<file path="src/rtl/tcm_port_arbiter.sv">
// Arbitrates the core's I-fetch and D ports onto one single-ported TCM bus.
// One transaction in flight; D has priority, bounded by a starvation counter for I.
module tcm_port_arbiter #(
   parameter int STARVE_LIMIT = 4,
   parameter int TIMEOUT      = 255
) (
   input  logic        clk_i,
   input  logic        rst_i,
   input  logic        mem_i_rd_i,
   input  logic [31:0] mem_i_pc_i,
   output logic        mem_i_accept_o,
   output logic        mem_i_valid_o,
   output logic        mem_i_error_o,
   output logic [31:0] mem_i_inst_o,
   input  logic [31:0] mem_d_addr_i,
   input  logic [31:0] mem_d_data_wr_i,
   input  logic        mem_d_rd_i,
   input  logic [3:0]  mem_d_wr_i,
   input  logic [10:0] mem_d_req_tag_i,
   input  logic        mem_d_flush_i,
   input  logic        mem_d_invalidate_i,
   input  logic        mem_d_writeback_i,
   output logic        mem_d_accept_o,
   output logic        mem_d_ack_o,
   output logic        mem_d_error_o,
   output logic [31:0] mem_d_data_rd_o,
   output logic [10:0] mem_d_resp_tag_o,
   output logic [31:0] mem_addr_o,
   output logic [31:0] mem_data_wr_o,
   output logic        mem_rd_o,
   output logic [3:0]  mem_wr_o,
   input  logic        mem_accept_i,
   input  logic        mem_ack_i,
   input  logic        mem_error_i,
   input  logic [31:0] mem_data_rd_i
);

   localparam logic [3:0] SLIM = 4'(STARVE_LIMIT);
   localparam logic [7:0] TLIM = 8'(TIMEOUT);

   typedef enum logic [1:0] {IDLE, REQ, WAIT, RESP} state_t;

   state_t      state, state_nxt;
   logic [3:0]  starve_cnt;
   logic [7:0]  timer;
   logic        own_d;
   logic [31:0] req_addr, req_data;
   logic        req_rd;
   logic [3:0]  req_wr;
   logic [10:0] req_tag;
   logic        resp_err, resp_err_nxt, load_resp;
   logic [31:0] resp_data, resp_data_nxt, ack_data;

   logic d_req, d_mnt, i_win, grant_i, grant_d, timed_out, strobe, resp_i, resp_d;

   assign d_req     = mem_d_rd_i | (|mem_d_wr_i) | mem_d_flush_i | mem_d_invalidate_i | mem_d_writeback_i;
   assign d_mnt     = !mem_d_rd_i && (mem_d_wr_i == 4'd0);
   assign i_win     = mem_i_rd_i && (!d_req || starve_cnt == SLIM);
   assign grant_i   = (state == IDLE) && i_win;
   assign grant_d   = (state == IDLE) && d_req && !i_win;
   assign timed_out = (state == REQ || state == WAIT) && timer == TLIM;
   assign strobe    = (state == REQ) && !timed_out;
   // Reads only return data on a clean ack; writes and errors report zero.
   assign ack_data  = (mem_error_i || req_wr != 4'd0) ? 32'd0 : mem_data_rd_i;

   always_comb begin
      state_nxt     = state;
      load_resp     = 1'b0;
      resp_err_nxt  = 1'b0;
      resp_data_nxt = 32'd0;
      case (state)
         IDLE: begin
            if (grant_d && d_mnt) begin
               state_nxt = RESP;
               load_resp = 1'b1;
            end else if (grant_d || grant_i) begin
               state_nxt = REQ;
            end
         end
         REQ, WAIT: begin
            if (timed_out) begin
               state_nxt    = RESP;
               load_resp    = 1'b1;
               resp_err_nxt = 1'b1;
            end else if (mem_ack_i && (state == WAIT || mem_accept_i)) begin
               state_nxt     = RESP;
               load_resp     = 1'b1;
               resp_err_nxt  = mem_error_i;
               resp_data_nxt = ack_data;
            end else if (state == REQ && mem_accept_i) begin
               state_nxt = WAIT;
            end
         end
         RESP:    state_nxt = IDLE;
         default: state_nxt = IDLE;
      endcase
   end

   always_ff @(posedge clk_i) begin
      if (rst_i) begin
         state      <= IDLE;
         starve_cnt <= 4'd0;
         timer      <= 8'd0;
         own_d      <= 1'b0;
         req_addr   <= 32'd0;
         req_data   <= 32'd0;
         req_rd     <= 1'b0;
         req_wr     <= 4'd0;
         req_tag    <= 11'd0;
         resp_err   <= 1'b0;
         resp_data  <= 32'd0;
      end else begin
         state <= state_nxt;
         if (state == IDLE)
            timer <= 8'd0;
         else if (state == REQ || state == WAIT)
            timer <= timer + 8'd1;
         if (grant_i) begin
            starve_cnt <= 4'd0;
            own_d      <= 1'b0;
            req_addr   <= mem_i_pc_i;
            req_data   <= 32'd0;
            req_rd     <= 1'b1;
            req_wr     <= 4'd0;
            req_tag    <= 11'd0;
         end else if (grant_d) begin
            if (mem_i_rd_i && starve_cnt != 4'hF)
               starve_cnt <= starve_cnt + 4'd1;
            own_d    <= 1'b1;
            req_addr <= mem_d_addr_i;
            req_data <= mem_d_data_wr_i;
            req_rd   <= mem_d_rd_i;
            req_wr   <= mem_d_wr_i;
            req_tag  <= mem_d_req_tag_i;
         end
         if (load_resp) begin
            resp_err  <= resp_err_nxt;
            resp_data <= resp_data_nxt;
         end
      end
   end

   assign resp_i = (state == RESP) && !own_d;
   assign resp_d = (state == RESP) && own_d;

   assign mem_i_accept_o   = grant_i;
   assign mem_d_accept_o   = grant_d;
   assign mem_i_valid_o    = resp_i;
   assign mem_i_error_o    = resp_i && resp_err;
   assign mem_i_inst_o     = resp_i ? resp_data : 32'd0;
   assign mem_d_ack_o      = resp_d;
   assign mem_d_error_o    = resp_d && resp_err;
   assign mem_d_data_rd_o  = resp_d ? resp_data : 32'd0;
   assign mem_d_resp_tag_o = resp_d ? req_tag : 11'd0;

   // Downstream strobes are only live in REQ and drop on the timeout cycle.
   assign mem_addr_o    = strobe ? (req_addr & 32'hFFFF_FFFC) : 32'd0;
   assign mem_data_wr_o = strobe ? req_data : 32'd0;
   assign mem_rd_o      = strobe && req_rd;
   assign mem_wr_o      = strobe ? req_wr : 4'd0;

endmodule
</file>
<file path="config.mk">
export PLATFORM = sky130hd
export DESIGN_NAME = tcm_port_arbiter
export DESIGN_NICKNAME = d
export VERILOG_FILES = /design/src/rtl/tcm_port_arbiter.sv
export SDC_FILE = /design/constraint.sdc
export NUM_CORES = 1
export LEC_CHECK = 0
export ABC_AREA = 0
export BUFFER_PORTS_ARGS = -buffer_cell sky130_fd_sc_hd__buf_2
export CAP_MARGIN = 0
export CELL_PAD_IN_SITES_DETAIL_PLACEMENT = 0
export CELL_PAD_IN_SITES_GLOBAL_PLACEMENT = 2
export CORE_MARGIN = 2
export CORE_UTILIZATION = 22
export DETAILED_ROUTE_END_ITERATION = 8
export GPL_TIMING_DRIVEN = 0
export PLACE_DENSITY = 0.78
export SYNTH_ARGS = -nofsm -noshare
export SYNTH_HDL_FRONTEND = slang
export SYNTH_SLANG_ARGS = --single-unit
export TNS_END_PERCENT = 10
</file>
<file path="constraint.sdc">
create_clock -name clk_i -period 2.1 [get_ports clk_i]
set_input_delay 0.21 -clock clk_i [delete_from_list [all_inputs] [get_ports clk_i]]
set_output_delay 0.21 -clock clk_i [all_outputs]
set_load 0.05 [all_outputs]
</file>
; Yosys cells after proc, flatten, opt, wreduce, memory -nomap -nowiden
; Cells that the tools add are included.
[classes]
addsub = 2
n_eq_ne = 8
n_mux = 27
bitwise_logic = 4
reduce_logical = 36
[op_table]
columns = cell, count
row1 = 32-bit 2-to-1 mux, 10
row2 = 1-bit logical AND, 16
row3 = 11-bit 2-to-1 mux, 1
row4 = 2-bit 2-to-1 mux, 5
row5 = 8-bit by 1-bit adder with 8-bit output (second input constant), 1
row6 = 8-bit equality test (second input constant), 1
row7 = 1-bit 2-to-1 mux, 8
row8 = 4-bit inequality test (second input constant), 2
row9 = 2-bit case mux with 3 select lines, 1
row10 = 2-bit OR reduction, 3
row11 = 1-bit logical NOT, 5
row12 = 1-bit logical OR, 5
row13 = 4-bit by 1-bit adder with 4-bit output (second input constant), 1
row14 = 2-bit equality test (second input constant), 2
row15 = 4-bit by 3-bit equality test with 1-bit output (second input constant), 1
row16 = 4-bit logical NOT, 1
row17 = 4-bit 2-to-1 mux, 1
row18 = 1-bit OR, 4
row19 = 2-bit AND reduction, 2
row20 = 4-bit nonzero test, 1
row21 = 4-bit OR reduction, 1
row22 = 3-bit by 1-bit inequality test with 1-bit output (second input constant), 1
row23 = 2-bit by 1-bit equality test with 1-bit output (second input constant), 1
row24 = 2-bit logical NOT, 1
row25 = 2 further kinds, 2
[totals]
ff_bits = 128
input_bits = 153
wordCells = 88

; Logic depth before layout (Yosys ltp)
[logic_depth]
depth_word = 14
mapped_depth = 10

; Worst setup path before layout
; Ideal clock, no wire load.
[synth_path]
kind = register to output
from = register state[0]
to = output port mem_data_wr_o[14]
t_arrival_ns = 2.145
slack_ns = -0.255
path_stages_with_launch = 10
path_cell_list = dfxtp_1 > inv_1 > ha_1 > buf_4 > nand4_1 > nor2_1 > nor2b_2 > clkbuf_1 > clkbuf_1 > and2_1
[synth_via]
elab_chain_len = 6
elab_cells_between_ends = 7
[synth_rtl]
columns = item, line
row1 = from (decl), 43  ; state_t state, state_nxt;
row2 = from (signal assigned), 113  ; state <= state_nxt;
row3 = 2-bit by 1-bit equality test with 1-bit output / 2-bit equality test (equally long branches), "61, 62"
row4 = 1-bit logical OR, 61  ; assign timed_out = (state == REQ || state == WAIT) && timer == TLIM;
row5 = 1-bit logical AND, 61
row6 = 1-bit logical NOT, 62  ; assign strobe = (state == REQ) && !timed_out;
row7 = 1-bit logical AND *, 62
row8 = 32-bit 2-to-1 mux *, 158  ; assign mem_data_wr_o = strobe ? req_data : 32'd0;
row9 = to (decl), 29  ; output logic [31:0] mem_data_wr_o,
; Every way passes the cells marked *; elsewhere a longest branch is shown, timed or not.

; Final worst setup path
[layout_path]
from = register state[1]
to = output port mem_wr_o[2]
[layout_via]
elab_chain_len = 6
elab_cells_between_ends = 7
[layout_rtl]
columns = item, line
row1 = 2-bit by 1-bit equality test with 1-bit output / 2-bit equality test (equally long branches), "61, 62"
row2 = 1-bit logical OR, 61
row3 = 1-bit logical AND, 61
row4 = 1-bit logical NOT, 62
row5 = 1-bit logical AND *, 62
row6 = 4-bit 2-to-1 mux *, 160  ; assign mem_wr_o = strobe ? req_wr : 4'd0;
row7 = to (decl), 31  ; output logic [3:0] mem_wr_o,
; Marks and branches as above.

==> impl_metrics.json <==
{
  "drive_above_1_share_pct": 42.3,
  "crit_arrival_ps": 2130,
  "final-setup-viol-count": 118,
  "drt_iter0_markers": 301,
  "synth_top_family_by_area": "simple AND/OR/NAND/NOR gates",
  "clkSinkCount": 126,
  "p_seq_share_pct": 29.2,
  "min_period_ps": 2340,
  "reg2reg_from": "state[0]",
  "core_um2": 26900,
  "status": "complete, but fails checks",
  "setup.worst_path.class": "reg -> out",
  "use_met1_pct": 18.9,
  "slew_violations": 0,
  "fmax_mhz": 428,
  "hold_slack_ps": 27.6,
  "violations": "setup timing",
  "tightest_slew_ps": 489,
  "finalPower_mw": 10.8,
  "grt_busiest_layer": "met2",
  "post-dp-hpwl_um": 16400,
  "synth_ff_type": "dfxtp_1",
  "io_buffers": 295,
  "synth_seq_area_share_pct": 42.0,
  "wire_per_inst_um": 15.7,
  "pre_cts_ws_ps": -745,
  "htreeDepth": 4,
  "r2r_end": "resp_data[9]",
  "start_kind": "register",
  "synthXorXnorAreaFrac_pct": 0.874,
  "period_share_pct": 111,
  "clkPwrFrac_pct": 27.7,
  "grt_max_degree": 17,
  "synthSimpleGateAreaFrac_pct": 32.1,
  "cap_violations": 0,
  "dieArea_um2": 28700,
  "initial_utilization_pct": 22.4,
  "p_per_area_nw_per_um2": 1150,
  "endpoint_kind": "output pin",
  "hold_path_depth": 3,
  "worst_skew_pair.late_latency_ps": 420,
  "route.detailed.drc": 0,
  "rsz0062_at_grt": "yes",
  "synth_warnings": 0,
  "setup_ws_ps": -239,
  "yosysUniqueCellTypes": 47,
  "gp_congestion": 0.719,
  "avgSynthCellArea_um2": 8.20,
  "met2_usage_pct": 25.7,
  "synth_compound_area_share_pct": 11.4,
  "p_comb_share_pct": 43.1,
  "grt_pass1_wl_um": 34000,
  "ant_nets": 0,
  "synth-seq-cells": 126,
  "area_delta_synth_final_pct": 57.0,
  "dp_cells": 1370,
  "synth_mux_area_share_pct": 5.85,
  "die_y_um": 169,
  "first_global_vias": 6222,
  "root_buffer": "clkbuf_16",
  "cp-startpoint": "state[1]",
  "final_util_pct": 35.1,
  "avgViaCountPerCell": 4.42,
  "peakVddDrop_mv": 0.379,
  "overflow": 0,
  "num_vias": 6289,
  "nFillCells": 2882,
  "tritoncts": "built",
  "hp-class": "in -> reg",
  "power_leakage_nw": 4.67,
  "die_x_um": 169,
  "worstPathMaxFanout": 7,
  "cts-hold-fix-buffers": 0,
  "synth_fa_ha_area_share_pct": 1.87,
  "synth_cells": 733,
  "hold_start": "mem_d_data_wr_i[16]",
  "use_met3_pct": 4.27,
  "routed_wl_um": 22300,
  "synthArstFlopShare_pct": 0,
  "drt-pass1-iter-count": 5,
  "finalHoldViolations": 0,
  "io_pins": 303,
  "antenna_found_initial": 3,
  "fin_nets": 1229,
  "maxSlewHeadroom_pct": 67.1,
  "final_cells": 1423,
  "synth_area_um2": 6010,
  "p_sw_share_pct": 39.2,
  "cts_buffers": 17,
  "grtUsageTotal_pct": 15.2,
  "cts.clk_slew.worst_paths_ps": 60,
  "crit_end": "mem_wr_o[2]",
  "rows": 60,
  "synth_edf_count": 0,
  "skew_ps": 10.8,
  "required_ps": 1890,
  "reg2reg_depth": 12,
  "p_sw_mw": 4.24,
  "clk_path_buf_depth": 2,
  "reg2reg_slack_ps": -50,
  "p_int_mw": 6.58
}
[cell usage in the layout (no fill, tap or decap), types with 30 or more instances in the layout]
| cell | instances |
|---|---|
| a222oi_1 | 30 |
| buf_4 | 59 |
| dfxtp_1 | 124 |
| and2_1 | 64 |
| nor2_1 | 46 |
| buf_8 | 41 |
| nand2_1 | 169 |
| a21oi_1 | 50 |
| and2_4 | 35 |
| and3_1 | 46 |
| mux2i_1 | 34 |
| buf_2 | 240 |
[metal layers]
layer | vias up | routed length [um]
li1 | 3142 | -
met1 | 2932 | 9800
met2 | 196 | 11000
met3 | 17 | 1340
met4 | 2 | 218
met5 | - | 13
[critical path, cell delays in order, from the launching register on]
cell and delay (ps):
dfxtp_4 370, inv_4 50, ha_4 260, nand4_1 140, nor2_4 160, nor2b_4 80
clkbuf_16 180, clkbuf_16 160, and2_4 150, buf_8 140
[how the worst min path moves through the flow]
stage / slack (ps) / end
global placement: 440 / req_data[28]
detailed placement: 440 / req_data[31]
finish: 30 / req_data[16]
CTS: 2 / req_data[21]
global route: 10 / req_data[16]
floorplan: 350 / req_data[28]
[cell usage after synthesis, types with 2 or more instances]
master | n | area, um^2
nand2_1 | 169 | 634
dfxtp_1 | 126 | 2520
and2_1 | 88 | 551
a21oi_1 | 50 | 250
nor2_1 | 47 | 176
and3_1 | 46 | 288
mux2i_1 | 34 | 340
a222oi_1 | 30 | 300
clkbuf_1 | 30 | 113
buf_2 | 20 | 100
and2_2 | 13 | 97.6
ha_1 | 9 | 113
buf_4 | 8 | 60.1
inv_1 | 7 | 26.3
nand4_1 | 6 | 37.5
buf_6 | 4 | 45.0
nand3_1 | 4 | 20.0
o21ai_0 | 4 | 20.0
xor2_1 | 4 | 35.0
a211oi_1 | 3 | 22.5
nor3_2 | 2 | 20.0
nor4_1 | 2 | 12.5
or3_1 | 2 | 12.5
xnor2_1 | 2 | 17.5
[kinds of logic (layout without fill, tap and decap cells)]
group | after synthesis | after routing
and+or+nand+nor | 388 | 388
xor gates and xnor gates | 6 | 6
buffers and inverters | 71 | 417
DFF | 126 | 126
AOI/OAI and AO/OA | 97 | 97
adders and majority gates | 9 | 9
other | 1 | 4
muxes | 35 | 35
[power by group through the flow]
| stage | logic (mW) | clock network (mW) | registers, mW |
|---|---|---|---|
| floorplan | 2.72 | 0 | 3.10 |
| global placement | 3.76 | 0 | 3.16 |
| detailed placement | 3.76 | 0 | 3.17 |
| CTS | 4.67 | 3.09 | 3.15 |
| global route | 5.05 | 3.20 | 3.22 |
| finish | 4.66 | 2.99 | 3.16 |
[per-stage QoR]
step / cell area, um^2 / setup TNS, ps
after global placement: 7950 / -57040
after CTS: 9370 / -29970
after global routing: 9440 / -34560
after floorplan: 6050 / -1350
final: 9440 / -15900
after detailed placement: 7950 / -59120
[registers in the layout, indices dropped and copies added, names as in the netlist]
| signal | count |
|---|---|
| req_wr | 4 |
| req_rd | 1 |
| resp_err | 1 |
| req_addr | 30 |
| timer | 8 |
| own_d | 1 |
| starve_cnt | 4 |
| req_tag | 11 |
| resp_data | 32 |
| state | 2 |
| req_data | 32 |
[repair_timing]
| action | 4_1_cts | 5_1_grt |
|---|---|---|
| buffers inserted | 12 | 5 |
| pin swaps | 33 | 3 |
| resized for setup | 235 | 14 |
| cloned | 4 | 0 |
| endpoints found under the setup margin | 222 | 185 |
[final cells by class]
class | count | area [um^2] | share of cell area [%]
plain buffers | 60 | 440 | 4.67
diodes | 2 | 5.00 | 0.0530
repair buffers | 316 | 2120 | 22.5
well taps | 341 | 427 | 4.52
flip-flops and latches | 126 | 2530 | 26.8
clock buffers | 17 | 425 | 4.51
inverters | 9 | 43.8 | 0.464
multi-input cells | 537 | 3280 | 34.7
clock inverters | 15 | 164 | 1.74
(Power assumes the default switching activity.)
